File: src/rtl/imem_loader_pkg.sv
// Shared types and constants for the boot-time instruction memory loader.
package imem_loader_pkg;

  typedef enum logic [2:0] {
    IDLE,
    HDR,
    LOAD,
    DONE,
    ERR
  } state_t;

  localparam int unsigned HDR_BYTES  = 2;
  localparam int unsigned WORD_BYTES = 4;

endpackage

File: src/rtl/imem_loader_byte_assembler.sv
// Collects big-endian bytes into a 32-bit word; word_ready pulses the cycle
// after the 4th byte of a word is accepted.
module byte_assembler
  import imem_loader_pkg::*;
(
  input  logic        clk,
  input  logic        rst,
  input  logic        clr,
  input  logic        en,
  input  logic [7:0]  din,
  output logic [1:0]  cnt,
  output logic [31:0] word,
  output logic        word_ready
);

  always_ff @(posedge clk or posedge rst) begin
    if (rst) begin
      cnt        <= '0;
      word       <= '0;
      word_ready <= 1'b0;
    end else if (clr) begin
      cnt        <= '0;
      word       <= '0;
      word_ready <= 1'b0;
    end else begin
      word_ready <= en && (cnt == 2'(WORD_BYTES - 1));
      if (en) begin
        word <= {word[23:0], din};
        cnt  <= cnt + 2'd1;
      end
    end
  end

endmodule

File: src/rtl/imem_loader.sv
// Loads a length-prefixed big-endian byte stream into instruction memory and
// holds the processor in reset until the load completes.
module imem_loader
  import imem_loader_pkg::*;
#(
  parameter int unsigned DEPTH = 256,
  parameter int unsigned AW    = $clog2(DEPTH)
) (
  input  logic          clk,
  input  logic          rst,
  input  logic          start,
  input  logic          s_valid,
  input  logic [7:0]    s_data,
  output logic          s_ready,
  output logic          wr_en,
  output logic [AW-1:0] wr_addr,
  output logic [31:0]   wr_data,
  output logic          cpu_rst,
  output logic          busy,
  output logic          done,
  output logic          err,
  output logic [15:0]   words_loaded
);

  state_t      state, state_nxt;
  logic [15:0] n_words;
  logic [15:0] hdr_n;
  logic [1:0]  byte_cnt;
  logic        accept;
  logic        start_load;
  logic        hdr_last;

  assign accept     = s_valid && s_ready;
  assign start_load = start && (state == IDLE || state == DONE || state == ERR);
  assign hdr_last   = (state == HDR) && accept && (byte_cnt == 2'(HDR_BYTES - 1));
  // Header count is judged from the high byte already shifted in plus the
  // byte being accepted, so the post-header state is visible one cycle later.
  assign hdr_n      = {wr_data[7:0], s_data};

  byte_assembler u_asm (
    .clk        (clk),
    .rst        (rst),
    .clr        (start_load || hdr_last),
    .en         (accept),
    .din        (s_data),
    .cnt        (byte_cnt),
    .word       (wr_data),
    .word_ready (wr_en)
  );

  always_ff @(posedge clk or posedge rst) begin
    if (rst) state <= IDLE;
    else     state <= state_nxt;
  end

  always_comb begin
    state_nxt = state;
    s_ready   = 1'b0;
    busy      = 1'b0;
    done      = 1'b0;
    err       = 1'b0;
    cpu_rst   = 1'b1;
    unique case (state)
      IDLE: begin
        if (start) state_nxt = HDR;
      end
      HDR: begin
        s_ready = 1'b1;
        busy    = 1'b1;
        if (hdr_last) begin
          if (hdr_n == 16'd0)            state_nxt = DONE;
          else if (32'(hdr_n) > DEPTH)   state_nxt = ERR;
          else                           state_nxt = LOAD;
        end
      end
      LOAD: begin
        s_ready = !wr_en;
        busy    = 1'b1;
        if (wr_en && (words_loaded + 16'd1 == n_words)) state_nxt = DONE;
      end
      DONE: begin
        done    = 1'b1;
        cpu_rst = 1'b0;
        if (start) state_nxt = HDR;
      end
      ERR: begin
        err = 1'b1;
        if (start) state_nxt = HDR;
      end
      default: state_nxt = IDLE;
    endcase
  end

  always_ff @(posedge clk or posedge rst) begin
    if (rst) begin
      wr_addr      <= '0;
      words_loaded <= '0;
      n_words      <= '0;
    end else begin
      if (start_load) begin
        wr_addr      <= '0;
        words_loaded <= '0;
      end else if (wr_en) begin
        wr_addr      <= wr_addr + AW'(1);
        words_loaded <= words_loaded + 16'd1;
      end
      if (hdr_last) n_words <= hdr_n;
    end
  end

endmodule

File: config.mk
export PLATFORM = sky130hd
export DESIGN_NAME = imem_loader
export DESIGN_NICKNAME = d
export VERILOG_FILES = /design/src/rtl/imem_loader_pkg.sv /design/src/rtl/imem_loader_byte_assembler.sv /design/src/rtl/imem_loader.sv
export SDC_FILE = /design/constraint.sdc
export NUM_CORES = 1
export LEC_CHECK = 0
export ABC_CLOCK_PERIOD_IN_PS = 2650
export CELL_PAD_IN_SITES_DETAIL_PLACEMENT = 1
export CELL_PAD_IN_SITES_GLOBAL_PLACEMENT = 2
export CORE_AREA = 2 2 116 118
export DETAILED_ROUTE_END_ITERATION = 10
export DIE_AREA = 0 0 118 120
export PLACE_DENSITY_LB_ADDON = 0.25
export SLEW_MARGIN = 0
export SYNTH_ARGS = -nofsm -noshare
export SYNTH_HDL_FRONTEND = slang
export SYNTH_SLANG_ARGS = --single-unit
File: constraint.sdc
create_clock -name clk -period 2.65 [get_ports clk]
set_input_delay 0.6625 -clock clk [delete_from_list [all_inputs] [get_ports clk]]
set_output_delay 0.6625 -clock clk [all_outputs]
set_load 0.05 [all_outputs]
# Word level (Yosys, flattened, before mapping)
# Cells that the tools add are included.
# word_totals
out_inout_bits	62
wordCells	58
register_bits	78
inputBits	12
# op_classes
n_addsub	3
reduce_logical	17
order_cmp	1
muxes	20
n_eq_ne	10
# op_table
operator	count
32-bit 2-to-1 mux	2
16-bit 2-to-1 mux	2
16-bit by 1-bit adder with 16-bit output (second input constant)	1
16-bit == test	1
16-bit by 9-bit greater-than comparator with 1-bit output (second input constant)	1
16-bit zero test	1
8-bit 2-to-1 mux	2
3-bit 2-to-1 mux	5
3-bit case mux with 3 select lines	1
8-bit by 1-bit adder with 8-bit output (second input constant)	1
3-bit by 2-bit == test with 1-bit output (second input constant)	2
1-bit logical AND	6
1-bit 2-to-1 mux	5
2-bit 2-to-1 mux	2
2-bit != test (second input constant)	2
2-bit nonzero test	2
3-bit by 1-bit == test with 1-bit output (second input constant)	1
3-bit == test (second input constant)	1
3-bit zero test	1
1-bit logical OR	3
3-bit AND reduction	1
3-bit OR reduction	1
2-bit by 1-bit adder with 2-bit output (second input constant)	1
2-bit by 1-bit == test with 1-bit output (second input constant)	1
other kinds (5)	5

# Logic depth before layout (Yosys ltp)
# logic_depth
depth_word	7
mapped_depth	9
mapped_depth_nobuf	8

# By module
# From an unflattened synthesis, not the netlist that was laid out.
# unflattened
hier_cells	380
area_unflattened_um2	4008.8
# by_module_without_submodules
module	seq_area_each_um2	cells_per_inst	area_each_um2	instances
imem_loader	1076.0	265	2548.7	1
byte_assembler	875.8	115	1460.2	1

# Worst setup path before layout
# OpenSTA, ideal clock, no wires.
# synth_timing
path_kind	register to register
startpoint	register u_asm.word_ready
endpoint	register u_asm.word[8]
n_path_buf	1
path_slack_ns	0.400
t_arrival_ns	2.183
required_ns	2.583
setup_time_ns	0.067
path_stages_with_launch	7
period_less_slack_ns	2.250
cell_sequence	dfrtp_1 nor3b_1 o21ba_1 nand2_1 nor3_4 buf_6 a22o_1
# synth_between
elab_chain_cells	7
word_cells_on_any_way	8
cone_classes	2 x mux; 6 x reduce/logical
# synth_rtl
item	line	rtl
start: declaration	imem_loader_byte_assembler.sv:13	output logic word_ready
start signal: assignment	imem_loader_byte_assembler.sv:26	word_ready <= en && (cnt == 2'(WORD_BYTES - 1));
1-bit zero test *	imem_loader.sv:77	s_ready = !wr_en;
1-bit case mux with 2 select lines *	imem_loader.sv:63	unique case (state)
via s_ready	imem_loader.sv:14	output logic s_ready,
1-bit logical AND *	imem_loader.sv:33	assign accept = s_valid && s_ready;
1-bit logical AND (2 in series)	imem_loader.sv:35	assign hdr_last = (state == HDR) && accept && (byte_cnt == 2'(HDR_BYTES - 1));
1-bit logical OR	imem_loader.sv:43	.clr (start_load || hdr_last),
32-bit 2-to-1 mux or 2-bit nonzero test (tied branches)	-	
end signal: assignment	imem_loader_byte_assembler.sv:28	word <= {word[23:0], din};
end: declaration	imem_loader_byte_assembler.sv:12	output logic [31:0] word,
# Mark *: on every way through the listed nets, which the timed path passes. The rest lies on a longest branch.
# A chain may end at the register's enable or synchronous reset.

# Worst setup path in the final report
# layout_timing
startpoint	register state[0]
endpoint	output cpu_rst
# layout_between
elab_chain_cells	2
# layout_rtl
item	line	rtl
start: declaration	imem_loader.sv:25	state_t state, state_nxt;
start signal: assignment	imem_loader.sv:53	else state <= state_nxt;
3-bit by 2-bit == test with 1-bit output	imem_loader.sv:63	
1-bit 2-to-1 mux	imem_loader.sv:63	
end: declaration	imem_loader.sv:18	output logic cpu_rst,
# No other way between the ends.

==> key figures <==
Min path
  – Worst Hold Depth: 1
  – Hold Path Class: flop to flop
  – WHS Endpoint: u_asm.word[29]$_DFFE_PP0P_
  – Hold_sp: u_asm.word[29]$_DFFE_PP0P_

Drt
  – Initial DRC Count: 125
  – Metal3 WL: 274 um
  – WL met2: 4.85 mm
  – Highest routed layer: met4
  – Post-route ant nets: 0
  – First-pass DRT Iterations: 4
  – Wl on met1: 4.74 mm
  – DR WL/cell: 16.8 um
  – Aggregate routed wire length: 9.95 mm
  – Vias/cell: 4.77
  – Vias: 2,817
  – Drt drc: 0

Die
  – Ports: 74
  – Die area: 14,200 um^2
  – Die width: 118 um
  – CORE AREA: 13,000 um^2
  – Initial Util: 29.2%
  – # rows: 42
  – Die height: 120 um

Power and ir drop
  – Leakage: 2.25 nW
  – Switching part of the total: 38.7%
  – Internal: 3.24 mW
  – Logic pwr share: 40.2%
  – Clock power share: 27.8%
  – Sequential share of power: 32.1%
  – Psw: 2.05 mW
  – Maximum VDD drop: 0.350 mV
  – Pwr Density: 1030 nW/um^2

Setup path
  – CP max FO: 8
  – CP max stage cell: clkdlybuf4s50_1
  – R2R cell count: 8
  – Crit-path leading delay family: buffers and inverters
  – Slowest stage delay, CP: 0.80 ns
  – Reg2reg end: state[0]$_DFFE_PP0P_
  – Arrival @ worst endpoint: 1.89 ns
  – CP Buf/Inv Count: 1
  – Crit-path cells: and2b_4 > nand2_2 > clkdlybuf4s50_1
  – Critical Path Sink Type: output pin
  – WS Path Type: flop to output pin
  – Reg2reg setup slack: 0.44 ns
  – CP required: 1.99 ns
  – Launching point of the worst reg2reg path: words_loaded[0]$_DFFE_PP0P_
  – Crit start category: flop

Clock network
  – Clock root cell: clkbuf_16
  – CTS resizes: 0
  – Worst-Skew Late Latency: 0.34 ns
  – Hold_buf cts: 0
  – CTS Sinks: 78
  – CTS Buf Count: 9
  – Clk buf depth: 2
  – Clk slew on worst S/H paths: 0.06 ns
  – CTS tree: done
  – CTS H-tree depth: 3
  – Setup Buffers After CTS: 0

Placement
  – HPWL Detailed: 6.95 mm
  – Port bufs: 73
  – Worst slack, placed: 0.248 ns
  – Gp weighted congestion: 0.734
  – Post-DP Area: 4800 um^2

Layout
  – P&R area growth vs syn: 35.9%
  – Design Area, Final: 5150 um^2
  – Fraction of layout cells with a size suffix above 1: 16.1%
  – Nets: 426
  – Final Util: 39.7%
  – Diodes inserted: 0

Yosys
  – Number of distinct library cells after synthesis: 51
  – Synth Flop Type: dfrtp_1
  – Syn Inst Count: 329
  – FF+latch count, synth: 78
  – Synth Cell Area: 3790 um^2
  – Syn_nets: 345
  – Seq/Total Area, Yosys: 51.5%
  – Average size of a mapped cell: 11.5 um^2
  – Asr flop ratio synth: 100%
  – Post-synth EDFFs: 0
  – Yosys warnings: 0

Global route
  – Antenna violations before repair: 0
  – Total gr overflow: 0
  – GRT Util Overall: 15.1%
  – First-pass GRT wire length: 16.8 mm
  – Largest net degree at the start of global routing: 79
  – Vias in the first global route: 3,038

STA
  – Fmax: 391 MHz
  – Worst clock skew: 0.00627 ns
  – Endpoints failing setup: 0
  – Hold slack: 0.504 ns
  – Tcrit/Tclk final: 96.5%
  – Rel. slew slack: 63.4%
  – Final Hold Fails: 0
  – Final worst slack: 0.0938 ns
  – Final Max Tran Viols: 0
  – Min Tclk post-route: 2.56 ns
  – Setup Total Neg Slack: 0 ns
  – Slew @ Worst Pin: 0.548 ns
  – RSZ-0062 raised after global routing: false

Job
  – Max cap viols: 0

Outcome
  – Status: finished clean
==> metrics by stage <==
stage                     instances  power [mW]
after floorplan                 329        3.14
after global placement          575        3.84
after detailed placement        575        3.87
after CTS                       591        5.37
after global routing            591        5.58
final                           591        5.30
==> state kept, by name, summed over array words and instances (netlist names) <==
| register | flops |
|---|---|
| u_asm.word | 32 |
| n_words | 16 |
| words_loaded | 16 |
| wr_addr | 8 |
| state | 3 |
| u_asm.cnt | 2 |
| u_asm.word_ready | 1 |
==> power groups by stage <==
stage	clock, mW	combinational [mW]	sequential [mW]
2_1_floorplan	0	1.05	2.09
3_3_place_gp	0	2.12	1.72
3_5_place_dp	0	2.14	1.73
4_1_cts	1.51	2.15	1.71
5_1_grt	1.56	2.27	1.75
6_report	1.47	2.13	1.70
==> cell families after synthesis <==
kind of cell | after synthesis | synth area share [%]
flip-flops | 78 | 51.5
AO/OA/AOI/OAI | 54 | 12.0
buffers and inverters | 25 | 3.63
XOR/XNOR | 47 | 10.9
multiplexers | 18 | 5.28
adder cells (fa/ha/maj) | 4 | 1.32
AND/OR/NAND/NOR | 103 | 15.5
==> cell usage in the layout, fill, tap and decap left out, types with 3 or more instances in the layout <==
master,netlist,layout
a21oi_1,3,3
a22o_1,32,32
a31oi_1,3,3
and2_1,3,3
and3_1,7,7
buf_12,0,5
buf_4,1,15
bufinv_16,0,3
clkbuf_16,0,9
clkdlybuf4s50_1,0,68
dfrtp_1,78,78
ha_1,4,4
inv_1,5,4
mux2_2,16,16
nand2_1,15,15
nand3_1,11,11
nand3b_1,6,6
nand4_1,10,10
nor2_1,30,30
nor3_1,5,5
nor4_1,4,4
xnor2_1,19,19
xor2_1,28,28
==> Yosys cell counts (2+ instances only) <==
| cell type | instances | share of area (%) |
|---|---|---|
| dfrtp_1 | 78 | 51 |
| a22o_1 | 32 | 7.4 |
| nor2_1 | 30 | 3.0 |
| xor2_1 | 28 | 6.5 |
| xnor2_1 | 19 | 4.4 |
| mux2_2 | 16 | 4.7 |
| nand2_1 | 15 | 1.5 |
| nand3_1 | 11 | 1.5 |
| nand4_1 | 10 | 1.6 |
| buf_2 | 8 | 1.1 |
| and3_1 | 7 | 1.2 |
| nand3b_1 | 6 | 1.2 |
| inv_1 | 5 | 0.49 |
| nor3_1 | 5 | 0.66 |
| buf_6 | 4 | 1.2 |
| clkbuf_1 | 4 | 0.40 |
| ha_1 | 4 | 1.3 |
| nor4_1 | 4 | 0.66 |
| a21oi_1 | 3 | 0.40 |
| a31oi_1 | 3 | 0.49 |
| and2_1 | 3 | 0.49 |
| inv_2 | 2 | 0.20 |
| mux2i_1 | 2 | 0.53 |
| o2111ai_1 | 2 | 0.46 |
| o31ai_1 | 2 | 0.40 |
==> worst max path at each step <==
stage	from	end	slack (ns)	cells after the start
after floorplan	u_asm.word_ready$_DFF_PP0_	u_asm.word[8]$_DFFE_PP0P_	0.40	6
after detailed placement	s_valid	n_words[14]$_DFFE_PP0P_	0.25	5
after global routing	state[2]$_DFFE_PP0P_	cpu_rst	0.02	3
final	state[0]$_DFFE_PP0P_	cpu_rst	0.09	3
after global placement	s_valid	n_words[1]$_DFFE_PP0P_	0.27	5
after CTS	state[2]$_DFFE_PP0P_	cpu_rst	0.07	3
==> per-layer routing <==
metal	vias to the layer above	track usage [%]
met5	-	0
met4	0	5.20
met3	5	3.09
met2	35	23.8
met1	1438	20.6
li1	1339	-
==> worst register-to-register path: cells and delay by family (launching register included) <==
family | cells | cell delay [ns]
AO/OA/AOI/OAI | 3 | 0.77
flip-flops | 1 | 0.39
adder cells (fa/ha/maj) | 1 | 0.33
AND/OR/NAND/NOR | 2 | 0.23
XOR/XNOR | 1 | 0.22
buffers and inverters | 1 | 0.18
==> final cells by class <==
type                    instances  area (um^2)
clock buffers                  10          239
clock inverters                 6          116
fillers                      1431         7830
inverters                       7         30.0
multi-input cells             226         1700
flip-flops and latches         78         1950
well taps                     176          220
repair buffers                 88          893
Power figures use the tool's default switching activity.
